<file path="src/rtl/tlv493_pkg.sv">
`default_nettype none
// ============================================================================
//  Module   : tlv493_pkg
//  Brief    : Shared state encoding, frame layout and bus defaults for the
//             TLV493D poll scheduler.
//  Revision : 1.0 - initial release
// ============================================================================
package tlv493_pkg;

    typedef logic [2:0] state_t;

    localparam state_t c_ST_IDLE   = 3'd0;
    localparam state_t c_ST_SELECT = 3'd1;
    localparam state_t c_ST_ADDR   = 3'd2;
    localparam state_t c_ST_READ   = 3'd3;
    localparam state_t c_ST_STORE  = 3'd4;
    localparam state_t c_ST_NEXT   = 3'd5;

    typedef logic [7:0] i2c_byte_t;

    localparam int c_NUM_BYTES = 6;
    typedef logic [c_NUM_BYTES-1:0][7:0] frame_t;

    // Byte positions inside the six-byte sensor readout frame
    localparam int c_B_BX_HI = 0;
    localparam int c_B_BY_HI = 1;
    localparam int c_B_BZ_HI = 2;
    localparam int c_B_XY_LO = 4;
    localparam int c_B_Z_LO  = 5;

    localparam i2c_byte_t c_I2C_RD_ADDR_DEFAULT = 8'hBD;

endpackage
`default_nettype wire

</file>
<file path="src/rtl/tlv493_poll_scheduler_if.sv">
`default_nettype none
// ============================================================================
//  Module   : tlv493_poll_scheduler_if
//  Brief    : Command/response handshake to the I2C byte master.
//  Revision : 1.0 - initial release
// ============================================================================
interface tlv493_poll_scheduler_if;
    import tlv493_pkg::*;

    logic      cmd_valid;
    logic      cmd_ready;
    logic      cmd_start;
    logic      cmd_stop;
    logic      cmd_read;
    i2c_byte_t cmd_wdata;
    logic      rsp_valid;
    i2c_byte_t rsp_data;
    logic      rsp_nack;

    modport master (
        output cmd_valid, cmd_start, cmd_stop, cmd_read, cmd_wdata,
        input  cmd_ready, rsp_valid, rsp_data, rsp_nack
    );

    modport slave (
        input  cmd_valid, cmd_start, cmd_stop, cmd_read, cmd_wdata,
        output cmd_ready, rsp_valid, rsp_data, rsp_nack
    );

endinterface
`default_nettype wire

</file>
<file path="src/rtl/tlv493_unpack.sv">
`default_nettype none
// ============================================================================
//  Module   : tlv493_unpack
//  Brief    : Combinational split of a six-byte readout into 12-bit Bx/By/Bz.
//  Revision : 1.0 - initial release
// ============================================================================
module tlv493_unpack
    import tlv493_pkg::*;
(
    input  frame_t             data,
    output logic signed [11:0] bx,
    output logic signed [11:0] by,
    output logic signed [11:0] bz
);

    assign bx = {data[c_B_BX_HI], data[c_B_XY_LO][7:4]};
    assign by = {data[c_B_BY_HI], data[c_B_XY_LO][3:0]};
    assign bz = {data[c_B_BZ_HI], data[c_B_Z_LO][3:0]};

endmodule
`default_nettype wire

</file>
<file path="src/rtl/tlv493_poll_scheduler.sv">
`default_nettype none
// ============================================================================
//  Module   : tlv493_poll_scheduler
//  Brief    : Periodically sweeps a muxed set of TLV493D sensors over a shared
//             I2C byte master and publishes each sensor's field vector.
//  Revision : 1.0 - initial release
// ============================================================================
module tlv493_poll_scheduler
    import tlv493_pkg::*;
#(
    parameter int        NUM_SENSORS   = 4,
    parameter int        SETTLE_CYCLES = 100,
    parameter int        SWEEP_PERIOD  = 50000,
    parameter i2c_byte_t I2C_RD_ADDR   = c_I2C_RD_ADDR_DEFAULT
) (
    input  wire logic                clk,
    input  wire logic                reset_n,
    input  wire logic                enable,
    output logic [2:0]               sel,
    tlv493_poll_scheduler_if.master  bus,
    output logic                     res_valid,
    output logic [2:0]               res_sensor,
    output logic signed [11:0]       res_bx,
    output logic signed [11:0]       res_by,
    output logic signed [11:0]       res_bz,
    output logic [7:0]               err_count,
    output logic                     busy
);

    localparam int c_TW = (SWEEP_PERIOD > 1) ? $clog2(SWEEP_PERIOD) : 1;
    localparam int c_SW = (SETTLE_CYCLES > 1) ? $clog2(SETTLE_CYCLES) : 1;
    localparam logic [c_TW-1:0] c_TIMER_RELOAD = c_TW'(SWEEP_PERIOD - 1);
    localparam logic [c_SW-1:0] c_SETTLE_LAST  = c_SW'(SETTLE_CYCLES - 1);
    localparam logic [2:0]      c_LAST_IDX     = 3'(NUM_SENSORS - 1);

    state_t             r_state;
    logic [c_TW-1:0]    r_timer;
    logic [c_SW-1:0]    r_settle;
    logic [2:0]         r_idx;
    logic [2:0]         r_sel;
    logic [2:0]         r_byte;
    frame_t             r_bytes;
    logic               r_cmd_valid;
    logic               r_cmd_start;
    logic               r_cmd_stop;
    logic               r_cmd_read;
    i2c_byte_t          r_cmd_wdata;
    logic               r_res_valid;
    logic [2:0]         r_res_sensor;
    logic signed [11:0] r_res_bx;
    logic signed [11:0] r_res_by;
    logic signed [11:0] r_res_bz;
    logic [7:0]         r_err_count;

    logic signed [11:0] w_bx;
    logic signed [11:0] w_by;
    logic signed [11:0] w_bz;
    logic               w_rsp;

    tlv493_unpack u_unpack (
        .data (r_bytes),
        .bx   (w_bx),
        .by   (w_by),
        .bz   (w_bz)
    );

    // Only a response to an already-accepted command completes it
    assign w_rsp = bus.rsp_valid && !r_cmd_valid;

    // Free-running sweep timer; starts that land while busy are simply lost
    always_ff @(posedge clk) begin
        if (!reset_n) begin
            r_timer <= '0;
        end else if (r_timer == '0) begin
            r_timer <= c_TIMER_RELOAD;
        end else begin
            r_timer <= r_timer - 1'b1;
        end
    end

    always_ff @(posedge clk) begin
        if (!reset_n) begin
            r_state      <= c_ST_IDLE;
            r_settle     <= '0;
            r_idx        <= 3'd0;
            r_sel        <= 3'd0;
            r_byte       <= 3'd0;
            r_bytes      <= '0;
            r_cmd_valid  <= 1'b0;
            r_cmd_start  <= 1'b0;
            r_cmd_stop   <= 1'b0;
            r_cmd_read   <= 1'b0;
            r_cmd_wdata  <= '0;
            r_res_valid  <= 1'b0;
            r_res_sensor <= 3'd0;
            r_res_bx     <= '0;
            r_res_by     <= '0;
            r_res_bz     <= '0;
            r_err_count  <= 8'd0;
        end else begin
            r_res_valid <= 1'b0;
            if (r_cmd_valid && bus.cmd_ready) begin
                r_cmd_valid <= 1'b0;
            end

            case (r_state)
                c_ST_IDLE: begin
                    if (enable && (r_timer == '0)) begin
                        r_idx    <= 3'd0;
                        r_sel    <= 3'd0;
                        r_settle <= '0;
                        r_state  <= c_ST_SELECT;
                    end
                end
                c_ST_SELECT: begin
                    if (r_settle == c_SETTLE_LAST) begin
                        r_cmd_valid <= 1'b1;
                        r_cmd_start <= 1'b1;
                        r_cmd_stop  <= 1'b0;
                        r_cmd_read  <= 1'b0;
                        r_cmd_wdata <= I2C_RD_ADDR;
                        r_state     <= c_ST_ADDR;
                    end else begin
                        r_settle <= r_settle + 1'b1;
                    end
                end
                c_ST_ADDR: begin
                    if (w_rsp) begin
                        if (bus.rsp_nack) begin
                            if (r_err_count != 8'hFF) begin
                                r_err_count <= r_err_count + 8'd1;
                            end
                            r_state <= c_ST_NEXT;
                        end else begin
                            r_byte      <= 3'd0;
                            r_cmd_valid <= 1'b1;
                            r_cmd_start <= 1'b0;
                            r_cmd_stop  <= 1'b0;
                            r_cmd_read  <= 1'b1;
                            r_cmd_wdata <= '0;
                            r_state     <= c_ST_READ;
                        end
                    end
                end
                c_ST_READ: begin
                    if (w_rsp) begin
                        r_bytes[r_byte] <= bus.rsp_data;
                        if (r_byte == 3'd5) begin
                            r_state <= c_ST_STORE;
                        end else begin
                            r_byte      <= r_byte + 3'd1;
                            r_cmd_valid <= 1'b1;
                            r_cmd_stop  <= (r_byte == 3'd4);
                        end
                    end
                end
                c_ST_STORE: begin
                    r_res_valid  <= 1'b1;
                    r_res_sensor <= r_idx;
                    r_res_bx     <= w_bx;
                    r_res_by     <= w_by;
                    r_res_bz     <= w_bz;
                    r_state      <= c_ST_NEXT;
                end
                c_ST_NEXT: begin
                    if (r_idx == c_LAST_IDX) begin
                        r_state <= c_ST_IDLE;
                    end else begin
                        r_idx    <= r_idx + 3'd1;
                        r_sel    <= r_idx + 3'd1;
                        r_settle <= '0;
                        r_state  <= c_ST_SELECT;
                    end
                end
                default: begin
                    r_state <= c_ST_IDLE;
                end
            endcase
        end
    end

    assign sel           = r_sel;
    assign bus.cmd_valid = r_cmd_valid;
    assign bus.cmd_start = r_cmd_start;
    assign bus.cmd_stop  = r_cmd_stop;
    assign bus.cmd_read  = r_cmd_read;
    assign bus.cmd_wdata = r_cmd_wdata;
    assign res_valid     = r_res_valid;
    assign res_sensor    = r_res_sensor;
    assign res_bx        = r_res_bx;
    assign res_by        = r_res_by;
    assign res_bz        = r_res_bz;
    assign err_count     = r_err_count;
    assign busy          = (r_state != c_ST_IDLE);

endmodule
`default_nettype wire
</file>
<file path="src/flat_wrapper.sv">
// flat-port wrapper written by rule: the top's interface ports become plain ports
module tlv493_poll_scheduler_flat import tlv493_pkg::*;
#(
    parameter int        NUM_SENSORS   = 4,
    parameter int        SETTLE_CYCLES = 100,
    parameter int        SWEEP_PERIOD  = 50000,
    parameter i2c_byte_t I2C_RD_ADDR   = c_I2C_RD_ADDR_DEFAULT
)
  (clk, reset_n, enable, sel, res_valid, res_sensor, res_bx, res_by, res_bz, err_count, busy, bus_cmd_valid, bus_cmd_start, bus_cmd_stop, bus_cmd_read, bus_cmd_wdata, bus_cmd_ready, bus_rsp_valid, bus_rsp_data, bus_rsp_nack);
  tlv493_poll_scheduler_if bus_i ();
  input  wire logic clk;
  input  wire logic reset_n;
  input  wire logic enable;
  output logic [2:0] sel;
  output logic res_valid;
  output logic [2:0] res_sensor;
  output logic signed [11:0] res_bx;
  output logic signed [11:0] res_by;
  output logic signed [11:0] res_bz;
  output logic [7:0] err_count;
  output logic busy;
  output wire logic [$bits(bus_i.cmd_valid)-1:0] bus_cmd_valid;
  output wire logic [$bits(bus_i.cmd_start)-1:0] bus_cmd_start;
  output wire logic [$bits(bus_i.cmd_stop)-1:0] bus_cmd_stop;
  output wire logic [$bits(bus_i.cmd_read)-1:0] bus_cmd_read;
  output wire logic [$bits(bus_i.cmd_wdata)-1:0] bus_cmd_wdata;
  input wire logic [$bits(bus_i.cmd_ready)-1:0] bus_cmd_ready;
  input wire logic [$bits(bus_i.rsp_valid)-1:0] bus_rsp_valid;
  input wire logic [$bits(bus_i.rsp_data)-1:0] bus_rsp_data;
  input wire logic [$bits(bus_i.rsp_nack)-1:0] bus_rsp_nack;
  assign bus_cmd_valid = bus_i.cmd_valid;
  assign bus_cmd_start = bus_i.cmd_start;
  assign bus_cmd_stop = bus_i.cmd_stop;
  assign bus_cmd_read = bus_i.cmd_read;
  assign bus_cmd_wdata = bus_i.cmd_wdata;
  assign bus_i.cmd_ready = bus_cmd_ready;
  assign bus_i.rsp_valid = bus_rsp_valid;
  assign bus_i.rsp_data = bus_rsp_data;
  assign bus_i.rsp_nack = bus_rsp_nack;
  tlv493_poll_scheduler #(.NUM_SENSORS(NUM_SENSORS), .SETTLE_CYCLES(SETTLE_CYCLES), .SWEEP_PERIOD(SWEEP_PERIOD), .I2C_RD_ADDR(I2C_RD_ADDR)) u_core (.clk(clk), .reset_n(reset_n), .enable(enable), .sel(sel), .bus(bus_i), .res_valid(res_valid), .res_sensor(res_sensor), .res_bx(res_bx), .res_by(res_by), .res_bz(res_bz), .err_count(err_count), .busy(busy));
endmodule
</file>
<file path="config.mk">
export PLATFORM = sky130hd
export DESIGN_NAME = tlv493_poll_scheduler_flat
export DESIGN_NICKNAME = d
export VERILOG_FILES = /design/src/rtl/tlv493_pkg.sv /design/src/rtl/tlv493_poll_scheduler_if.sv /design/src/rtl/tlv493_unpack.sv /design/src/rtl/tlv493_poll_scheduler.sv /design/src/flat_wrapper.sv
export SDC_FILE = /design/constraint.sdc
export NUM_CORES = 1
export LEC_CHECK = 0
export CORE_MARGIN = 10
export CORE_UTILIZATION = 50
export CTS_CLUSTER_DIAMETER = 40
export CTS_CLUSTER_SIZE = 30
export DETAILED_ROUTE_END_ITERATION = 8
export GPL_TIMING_DRIVEN = 0
export PLACE_DENSITY = 0.75
export SYNTH_ARGS = -nofsm -noshare
export SYNTH_HDL_FRONTEND = slang
export SYNTH_SLANG_ARGS = --single-unit
export TNS_END_PERCENT = 20
</file>
<file path="constraint.sdc">
create_clock -name clk -period 2.6 [get_ports clk]
set_input_delay 0.26 -clock clk [delete_from_list [all_inputs] [get_ports clk]]
set_output_delay 0.26 -clock clk [all_outputs]
set_load 0.005 [all_outputs]
</file>
==> results.py <==
metrics = {
    "grt": {
        "grt_pass1_wl_um": 21000,
        "grt_max_degree": 17,
        "track_usage_pct": 17.8,
        "antenna_found_initial": 0,
        "grt_pass1_vias": 4252,
        "grt_overflow_total": 0,
    },
    "yosys": {
        "syn_area_mm2": 0.00498,
        "synthCells": 571,
        "syn_avg_cell_area_um2": 8.72,
        "ys_seq_area_share_pct": 48.2,
        "synth_warnings": 0,
        "synthFlopType": "dfxtp_1",
        "synthArstFlopShare_pct": 0,
        "synth_top_cell_area_share_pct": 48.2,
        "synth_edf_count": 0,
        "synth.top_cells.by_area": "dfxtp_1 (48%), nand2_1 (7.8%), mux2i_1 (7.6%)",
        "synth_top_cell_by_area": "dfxtp_1",
        "synth-seq-cells": 120,
        "ys_types": 55,
    },
    "sta": {
        "timing.final.crit_period_ns": 2.10,
        "hold_viol": 0,
        "fin_crit_sh_pct": 80.9,
        "skew_ns": 0.00730,
        "max_slew_margin_pct": 57.3,
        "fin_tns_setup_ns": 0,
        "timing.fmax_mhz": 475,
        "worstMarginPinSlew_ns": 0.640,
        "holdWs_ns": 0.391,
        "slew_viol_final": 0,
        "setup_viol_count_final": 0,
        "rsz0062_at_grt": "false",
    },
    "drt": {
        "drc": 0,
        "drt-total-wl_um": 12600,
        "drt_first_pass_iters": 4,
        "routedWlPerCell_um": 15.5,
        "postRouteAntennaNets": 0,
        "vias": 4255,
        "via_per_inst": 5.25,
        "drt_iter0_markers": 232,
    },
    "finish": {
        "final_util_pct": 66.3,
        "finalNetCount": 689,
        "drive_gt1_share_pct": 8.11,
        "area_delta_synth_final_pct": 29.4,
        "final_area_mm2": 0.00645,
        "antenna_cells": 0,
    },
    "worst_setup_path": {
        "worstPathBufferInverterCount": 0,
        "cp_cell_sequence": "ha_1 -> and3_1 -> a211oi_2 -> nand3_1 -> or3_1 -> a21oi_1",
        "critPathMaxStageDelay_ns": 0.53,
        "endpoint_kind": "register",
        "cp_max_fo": 8,
        "required_ns": 3.05,
        "worstPathArrival_ns": 2.56,
        "path_class": "reg -> reg",
        "cp-start-kind": "register",
        "cp_top_family": "simple AND/OR/NAND/NOR gates",
        "cp_slowest_cell": "a211oi_2",
    },
    "pwr": {
        "powerDensity_mw_per_mm2": 775,
        "peakVddDrop_v": 0.000443,
        "power_leakage_nw": 2.50,
        "design_power_total_w": 0.00499,
    },
    "die": {
        "rows": 36,
        "io_pins": 78,
        "die_w_um": 120,
        "die_h_um": 120,
        "die-area_mm2": 0.0144,
        "core_area_mm2": 0.00973,
        "start_util_pct": 51.2,
    },
    "clocking": {
        "htree_num_levels": 4,
        "post-cts-setup-buffers": 0,
        "cts-hold-fix-buffers": 0,
        "clkTransAtPathRegs_ns": 0.06,
        "cts_sinks": 120,
        "cts_buffer_depth": 2,
        "worstSkewPairLatency_ns": 0.52,
        "numCtsBuffers": 17,
        "cts_resized": 0,
        "cts_root_buf": "clkbuf_8",
        "tritoncts": "built",
    },
    "job": {
        "maxCapViolCount": 0,
    },
    "place": {
        "dp_hpwl_um": 9110,
        "place_area_mm2": 0.00590,
        "gp_congestion": 0.871,
        "io_buffers": 75,
    },
    "status": {
        "status": "complete, no violations",
    },
    "worst_hold_path": {
        "hp-class": "in -> reg",
    },
}
==> per-stage QoR <==
step / setup slack (ns) / cells
3_5_place_dp: 0.163 / 780
4_1_cts: 0.497 / 811
3_3_place_gp: 0.235 / 780
5_1_grt: 0.269 / 811
2_1_floorplan: 0.746 / 572
6_report: 0.496 / 811
==> routing by layer <==
metal  global-route usage, %  vias to the layer above  routed length, um
li1                        -                     2139                  -
met1                    21.3                     1979               5700
met2                    28.6                      117               5830
met3                    6.99                       20                911
met4                    6.03                        0                174
met5                       0                        -                  0
==> cells in the mapped netlist, drive strengths merged (2+ instances only) <==
master,n
a211oi,2
nor2b,6
nor4,5
clkbuf,25
xnor2,10
a21oi,53
a21boi,3
dfxtp,120
nor3b,3
nand3b,2
or4b,2
inv,9
nand2b,2
o22ai,2
a211o,2
buf,11
nor2,69
nand3,15
and3,8
xor2,5
nand4,8
o31a,3
or2,2
o21a,4
o211ai,3
o2bb2ai,2
nand2,103
and4,2
nor3,13
a21o,3
ha,9
mux2,2
and2,6
o21ai,7
or3,2
mux2i,38
==> layout by cell type, fill, tap and decap left out, types with 10 or more instances in the layout <==
master             n
a21oi_1           53
mux2i_1           38
xnor2_1           10
nor2_1            67
dfxtp_1          120
nor3_1            12
nand3_1           15
clkbuf_16         16
nand2_1          103
clkdlybuf4s50_1   75
clkbuf_1          25
==> sequential cells by signal, indices dropped and copies added (netlist names) <==
register              count
u_core.res_valid          1
u_core.sel                3
u_core.r_state            3
u_core.r_settle           7
u_core.res_by            12
u_core.res_bx            12
u_core.res_bz            12
u_core.r_byte             3
u_core.r_timer           16
u_core.r_bytes           36
u_core.bus.cmd_stop       1
u_core.res_sensor         3
u_core.bus.cmd_valid      1
u_core.err_count          8
u_core.bus.cmd_read       1
u_core.bus.cmd_wdata      1
==> cell families (layout without fill, tap and decap cells) <==
| group | count (synthesis) | in the layout | synth area share, % |
|---|---|---|---|
| buffers and inverters | 45 | 151 | 4.09 |
| AO/OA/AOI/OAI | 89 | 89 | 10.8 |
| adder cells (fa/ha/maj) | 9 | 9 | 2.26 |
| XOR/XNOR | 15 | 15 | 2.64 |
| multiplexers | 40 | 40 | 8.09 |
| flip-flops | 120 | 120 | 48.2 |
| other | 1 | 2 | 0.0753 |
| AND/OR/NAND/NOR | 252 | 252 | 23.8 |
==> final timing paths <==
kind                       startpoint                    to  slack, ns  cells past startpoint
setup / recovery  u_core.err_count[0]   u_core.err_count[7]       0.50                      6
hold / removal          bus_cmd_ready  u_core.bus.cmd_valid       0.39                      3
setup reg to reg  u_core.err_count[0]   u_core.err_count[7]       0.50                      6
hold reg to reg    u_core.r_bytes[13]      u_core.res_by[9]       0.45                      2
==> worst register-to-register path: stages (launching register included) <==
cell and delay, ns:
dfxtp_1 0.37, ha_1 0.27, and3_1 0.20, a211oi_2 0.53
nand3_1 0.18, or3_1 0.33, a21oi_1 0.15
==> layout make-up <==
| cell class | instances | area [um2] |
|---|---|---|
| fillers | 816 | 3280 |
| flip-flops and latches | 120 | 2400 |
| multi-input cells | 407 | 2380 |
| repair buffers | 75 | 751 |
| clock buffers | 19 | 442 |
| plain buffers | 36 | 170 |
| well taps | 133 | 166 |
| clock inverters | 12 | 103 |
| inverters | 9 | 33.8 |
==> power by group <==
group          switching, W  internal, W  total [W]
Combinational      0.000421     0.000344   0.000765
Sequential         0.000150      0.00196    0.00211
Clock              0.000821      0.00130    0.00212
Total               0.00139      0.00360    0.00499
Note: power is estimated with default switching activity, not from simulation.
